--- src/rtl/if_id_skid_buffer.sv ---
// IF/ID decoupling FIFO: buffers fetched instructions for decode.
// Decode stalls back-pressure fetch through ReadyF, and FlushD discards all entries.
module if_id_skid_buffer #(
    parameter int          W     = 32,
    parameter int          DEPTH = 2,
    parameter logic [W-1:0] NOP  = 32'h00000013
) (
    input  logic                       clk,
    input  logic                       rst,
    input  logic [W-1:0]               InstrF,
    input  logic [W-1:0]               PCF,
    input  logic [W-1:0]               PCPlus4F,
    input  logic                       ValidF,
    output logic                       ReadyF,
    output logic [W-1:0]               InstrD,
    output logic [W-1:0]               PCD,
    output logic [W-1:0]               PCPlus4D,
    output logic                       ValidD,
    input  logic                       StallD,
    input  logic                       FlushD,
    output logic [$clog2(DEPTH+1)-1:0] Count
);

    localparam int AW = $clog2(DEPTH);
    localparam int CW = $clog2(DEPTH+1);

    typedef struct packed {
        logic [W-1:0] instr;
        logic [W-1:0] pc;
        logic [W-1:0] pc4;
    } entry_t;

    entry_t        mem [DEPTH];
    logic [AW-1:0] wr_ptr;
    logic [AW-1:0] rd_ptr;
    logic [CW-1:0] cnt;
    logic          enq;
    logic          deq;
    entry_t        head;

    assign ReadyF = (cnt < CW'(DEPTH)) & ~rst;
    assign ValidD = (cnt != '0);
    assign enq    = ValidF & ReadyF & ~FlushD;
    assign deq    = ValidD & ~StallD & ~FlushD;
    assign Count  = cnt;

    always_ff @(posedge clk or posedge rst) begin
        if (rst) begin
            wr_ptr <= '0;
            rd_ptr <= '0;
            cnt    <= '0;
            for (int i = 0; i < DEPTH; i++) begin
                mem[i] <= '0;
            end
        end else if (FlushD) begin
            wr_ptr <= '0;
            rd_ptr <= '0;
            cnt    <= '0;
        end else begin
            if (enq) begin
                mem[wr_ptr] <= '{instr: InstrF, pc: PCF, pc4: PCPlus4F};
                wr_ptr      <= wr_ptr + AW'(1);
            end
            if (deq) begin
                rd_ptr <= rd_ptr + AW'(1);
            end
            if (enq && !deq) begin
                cnt <= cnt + CW'(1);
            end else if (deq && !enq) begin
                cnt <= cnt - CW'(1);
            end
        end
    end

    // Empty buffer presents a bubble rather than stale storage.
    always_comb begin
        head = mem[rd_ptr];
        if (!ValidD) begin
            head = '{instr: NOP, pc: '0, pc4: '0};
        end
    end

    assign InstrD   = head.instr;
    assign PCD      = head.pc;
    assign PCPlus4D = head.pc4;

endmodule

--- config.mk ---
export PLATFORM = sky130hd
export DESIGN_NAME = if_id_skid_buffer
export DESIGN_NICKNAME = d
export VERILOG_FILES = /design/src/rtl/if_id_skid_buffer.sv
export SDC_FILE = /design/constraint.sdc
export NUM_CORES = 1
export LEC_CHECK = 0
export CAP_MARGIN = 20
export CORE_ASPECT_RATIO = 0.7
export CORE_MARGIN = 2
export CORE_UTILIZATION = 55
export DETAILED_ROUTE_END_ITERATION = 6
export GPL_TIMING_DRIVEN = 0
export PLACE_DENSITY = 0.87
export SYNTH_ARGS = -nofsm -noshare
export SYNTH_HDL_FRONTEND = slang
export SYNTH_SLANG_ARGS = --single-unit
--- constraint.sdc ---
create_clock -name clk -period 14.02 [get_ports clk]
set_input_delay 2.804 -clock clk [delete_from_list [all_inputs] [get_ports clk]]
set_output_delay 2.804 -clock clk [all_outputs]
set_load 0.05 [all_outputs]
# Yosys cells after proc, flatten, opt, wreduce, memory -nomap -nowiden
# Cells that the tools add are included.
# totals
ff_bits	196
output_inout_bits	100
# classes
n_reduce_logical	10
mux	14
order_cmp	4
n_bitwise	10
addsub	4
# ops
op	n
$mux W96	5
$bwmux W192	1
$demux W96 S1	1
$mux W2	3
$reduce_bool A2 Y1	3
$and A1 B1 Y1	5
$ge A2 B2 Y1 const B	2
$mux W1	4
$not A1 Y2	2
$logic_and A1 B1 Y1	3
$not A1 Y1	3
$reduce_bool A3 Y1	1
$add A1 B1 Y1 const B	2
$add A2 B1 Y2 const B	1
$logic_not A1 Y1	2
$lt A2 B1 Y1 const B	1
$lt A2 B2 Y1 const B	1
$reduce_and A2 Y1	1
$sub A2 B1 Y2 const B	1

# Longest topological paths before layout
# logic_depth
word_depth	9
mapped_depth	6

# Worst setup path before layout
# No wires, ideal clock.
# synth_timing
path_type	input to register
start	input rst
end	register cnt[1], in the netlist Count[1]
arrival_time_ps	7357
required_time_ps	13931
stages	3
path_buffers	0
path_slack_ps	6574
path_cell_list	inv_1 > nand4_1 > a21oi_1
# synth_via
elab_chain_len	7
elab_cells_between_ends	10
cone_classes	mux (2); bitwise (4); reduce/logical (4)
# synth_rtl
item	line_no	source
start: declaration	9	input logic rst,
$not A1 Y1 *	41	assign ReadyF = (cnt < CW'(DEPTH)) & ~rst;
$and A1 B1 Y1 *	41	
$and A1 B1 Y1 * (2 in a row)	43	assign enq = ValidF & ReadyF & ~FlushD;
$logic_and A1 B1 Y1 / $logic_not A1 Y1 (equally long branches)	67, 69	
$mux W2 / $logic_and A1 B1 Y1 (equally long branches)	67, 69	
$mux W2 / $reduce_bool A3 Y1 (equally long branches)	-	
end signal: assignment	68	cnt <= cnt + CW'(1);
end signal: assignment	70	cnt <= cnt - CW'(1);
end: declaration	36	logic [CW-1:0] cnt;
# Mark *: on every way between the ends. The rest lies on a longest branch, timed or not.
# A chain may end at the register's enable or synchronous reset.

# Worst setup path after layout
# layout_timing
start	input rst
end	output ReadyF
# layout_via
elab_chain_len	2
# layout_rtl
item	line_no	source
$not A1 Y1	41	
$and A1 B1 Y1	41	
end: declaration	14	output logic ReadyF,
# No other way between the ends.

==> results.json <==
{
  "fin_skew_ps": 7.73,
  "clk_path_buf_depth": 2,
  "clk_pin_slew_ps": 60,
  "die-area_um2": 17300,
  "holdPathEnd": "mem[98]$_DFFE_PP0P_",
  "ctsResizeCount": 0,
  "final_area_um2": 11800,
  "holdPathStages": 1,
  "setup_viol": 0,
  "async_flop_share": 1.00,
  "gp_congestion": 0.795,
  "io_pins": 201,
  "grtUsageTotal": 0.250,
  "holdBufCountCts": 0,
  "htreeDepth": 4,
  "syn_avg_cell_area_um2": 13.9,
  "r2r-end": "mem[97]$_DFFE_PP0P_",
  "critPathLaunchType": "primary input",
  "placed_area_um2": 11200,
  "max-cap-violations": 0,
  "p_int_uw": 1200,
  "design.core.area_um2": 15700,
  "max-vdd-ir-drop_v": 0.0000789,
  "switchingPower_uw": 478,
  "seq_area_frac_synth": 0.550,
  "synth_top_flop_cell": "dfrtp_1",
  "syn-instance-count": 643,
  "setup_tns_ps": 0,
  "arrival_ps": 4410,
  "die_y_um": 111,
  "clock.fmax_mhz": 139,
  "nets": 964,
  "worst_ep_required_time_ps": 11220,
  "synth_top_area_frac": 0.550,
  "holdCritStartpoint": "mem[98]$_DFFE_PP0P_",
  "cts_tree": "yes",
  "synth_seq_cells": 196,
  "root_buffer": "clkbuf_16",
  "clk_latency_ps": 430,
  "antenna_left": 0,
  "viasPerCell": 5.41,
  "slew_headroom": 0.525,
  "ys_types": 25,
  "min_path_type": "reg2reg",
  "synth_area_leader_cell": "dfrtp_1",
  "grt_setup_unrepaired": "false",
  "final_cell_count_no_fill": 1076,
  "dpl.hpwl_um": 14600,
  "rrSetupSlack_ps": 11930,
  "grt_pass1_wl_um": 33400,
  "synth_common_cells": "dfrtp_1, mux2_2, mux2i_1, nor2_1, mux2_1",
  "start_util": 0.568,
  "seqPwrFrac": 0.473,
  "crit_type": "in2out",
  "fillCellCount": 957,
  "drv_slew": 0,
  "hold_viol": 0,
  "power_density_nw_per_um2": 142,
  "route.detailed.wl_per_inst_um": 19.1,
  "drc_errors": 0,
  "drt-total-wl_um": 20600,
  "p_clk_frac": 0.285,
  "cp-end-kind": "output pin",
  "ys_warn_count": 0,
  "pwr-share-comb": 0.242,
  "synth_nets": 744,
  "die_x_um": 156,
  "status": "completed",
  "cts_made_buffers": 17,
  "grt_pass1_vias": 6370,
  "period_minus_slack_ps": 7210,
  "synth_edf_count": 0,
  "drt-initial-drc-count": 263,
  "p_sw_frac": 0.285,
  "yosysMostFrequentCell": "dfrtp_1",
  "antenna_found_initial": 0,
  "worstMarginPinSlew_ps": 712,
  "min_period_over_period": 0.514,
  "io_buffer_count": 200,
  "drive_above_1_share": 0.248,
  "postCtsSetupRepairBufs": 0,
  "placed_cells": 1044,
  "area_growth_pct": 32.2,
  "diodes": 0,
  "cts.sinks": 196,
  "r2r_cells": 5,
  "regToRegStartpoint": "Count[1]$_DFFE_PP0P_",
  "netlist_area_um2": 8920,
  "netlist_top_cells_area": "dfrtp_1, mux2_2, mux2i_1",
  "grt-ovfl-total": 0,
  "grt_max_degree": 102,
  "rows": 38,
  "leakagePower_uw": 0.00503,
  "first_pass_iters": 4,
  "vias": 5820,
  "cp_max_fo": 4
}
-- per-stage QoR --
stage	util	setup slack, ps	hold slack [ps]	power (uW)
final	0.751	6810	486	1670
after global routing	0.751	6740	511	1750
after CTS	0.751	6790	490	1680
after detailed placement	0.714	6810	475	1200
after global placement	0.712	3840	466	1170
after floorplan	-	5860	457	1070
-- cell families after synthesis --
kind of cell / Yosys count / share of synthesized area
buf+inv: 44 / 0.0278
xor+xnor: 2 / 0.00196
simple gates: 107 / 0.0498
flops: 196 / 0.550
mux: 288 / 0.367
compound gates: 6 / 0.00393
-- final cells by class --
cell class,instances,area (um2),area share
Tap cell,200,250,0.0212
Inverter,2,15.0,0.00127
Timing Repair Buffer,201,2030,0.172
Clock buffer,23,488,0.0414
Buffer,42,240,0.0204
Sequential cell,196,4900,0.416
Multi-Input combinational cell,403,3770,0.319
Clock inverter,9,93.8,0.00796
-- flip-flops by register name (all words and copies together) (netlist names) --
register,cells
mem,192
Count,2
rd_ptr,1
wr_ptr,1
-- metal layers --
metal	GRT usage	up-vias	wire, um
met5	0	-	0
met4	0.0777	0	372
met3	0.0773	29	1420
met2	0.373	186	9260
met1	0.352	2932	9510
li1	-	2673	-
-- worst max-delay path, stage by stage --
cell and delay, ps:
clkdlybuf4s50_1 570, nor2_1 200, clkdlybuf4s50_1 830
-- how the worst max path moves through the flow --
| stage | from | endpoint | slack (ps) | cells past startpoint |
|---|---|---|---|---|
| floorplan | rst | Count[0]$_DFFE_PP0P_ | 5860 | 1 |
| global placement | rst | mem[156]$_DFFE_PP0P_ | 3840 | 2 |
| detailed placement | rst | ReadyF | 6810 | 3 |
| CTS | rst | ReadyF | 6790 | 3 |
| global route | rst | ReadyF | 6740 | 3 |
| finish | rst | ReadyF | 6810 | 3 |
-- layout by cell type, fill, tap and decap left out, types with 2 or more instances in the layout --
cell | netlist | layout
clkdlybuf4s50_1 | 0 | 200
dfrtp_1 | 196 | 196
mux2_2 | 112 | 112
nor2_1 | 96 | 96
mux2i_1 | 96 | 96
mux2_1 | 41 | 41
mux2_4 | 39 | 39
buf_2 | 21 | 21
clkbuf_16 | 0 | 17
clkbuf_1 | 10 | 12
buf_6 | 5 | 5
buf_4 | 5 | 5
nand2_1 | 4 | 4
clkbuf_8 | 0 | 4
inv_6 | 0 | 3
o21ai_0 | 2 | 2
a21oi_1 | 2 | 2
xnor2_1 | 2 | 2
clkinv_4 | 0 | 2
clkinvlp_4 | 0 | 2
-- power by group through the flow --
stage	clock [uW]	sequential (uW)	combinational (uW)
6_report	477	792	405
3_3_place_gp	0	786	388
2_1_floorplan	0	775	292
5_1_grt	511	809	435
3_5_place_dp	0	799	405
4_1_cts	485	791	409
Note: power is estimated with default switching activity, not from simulation.
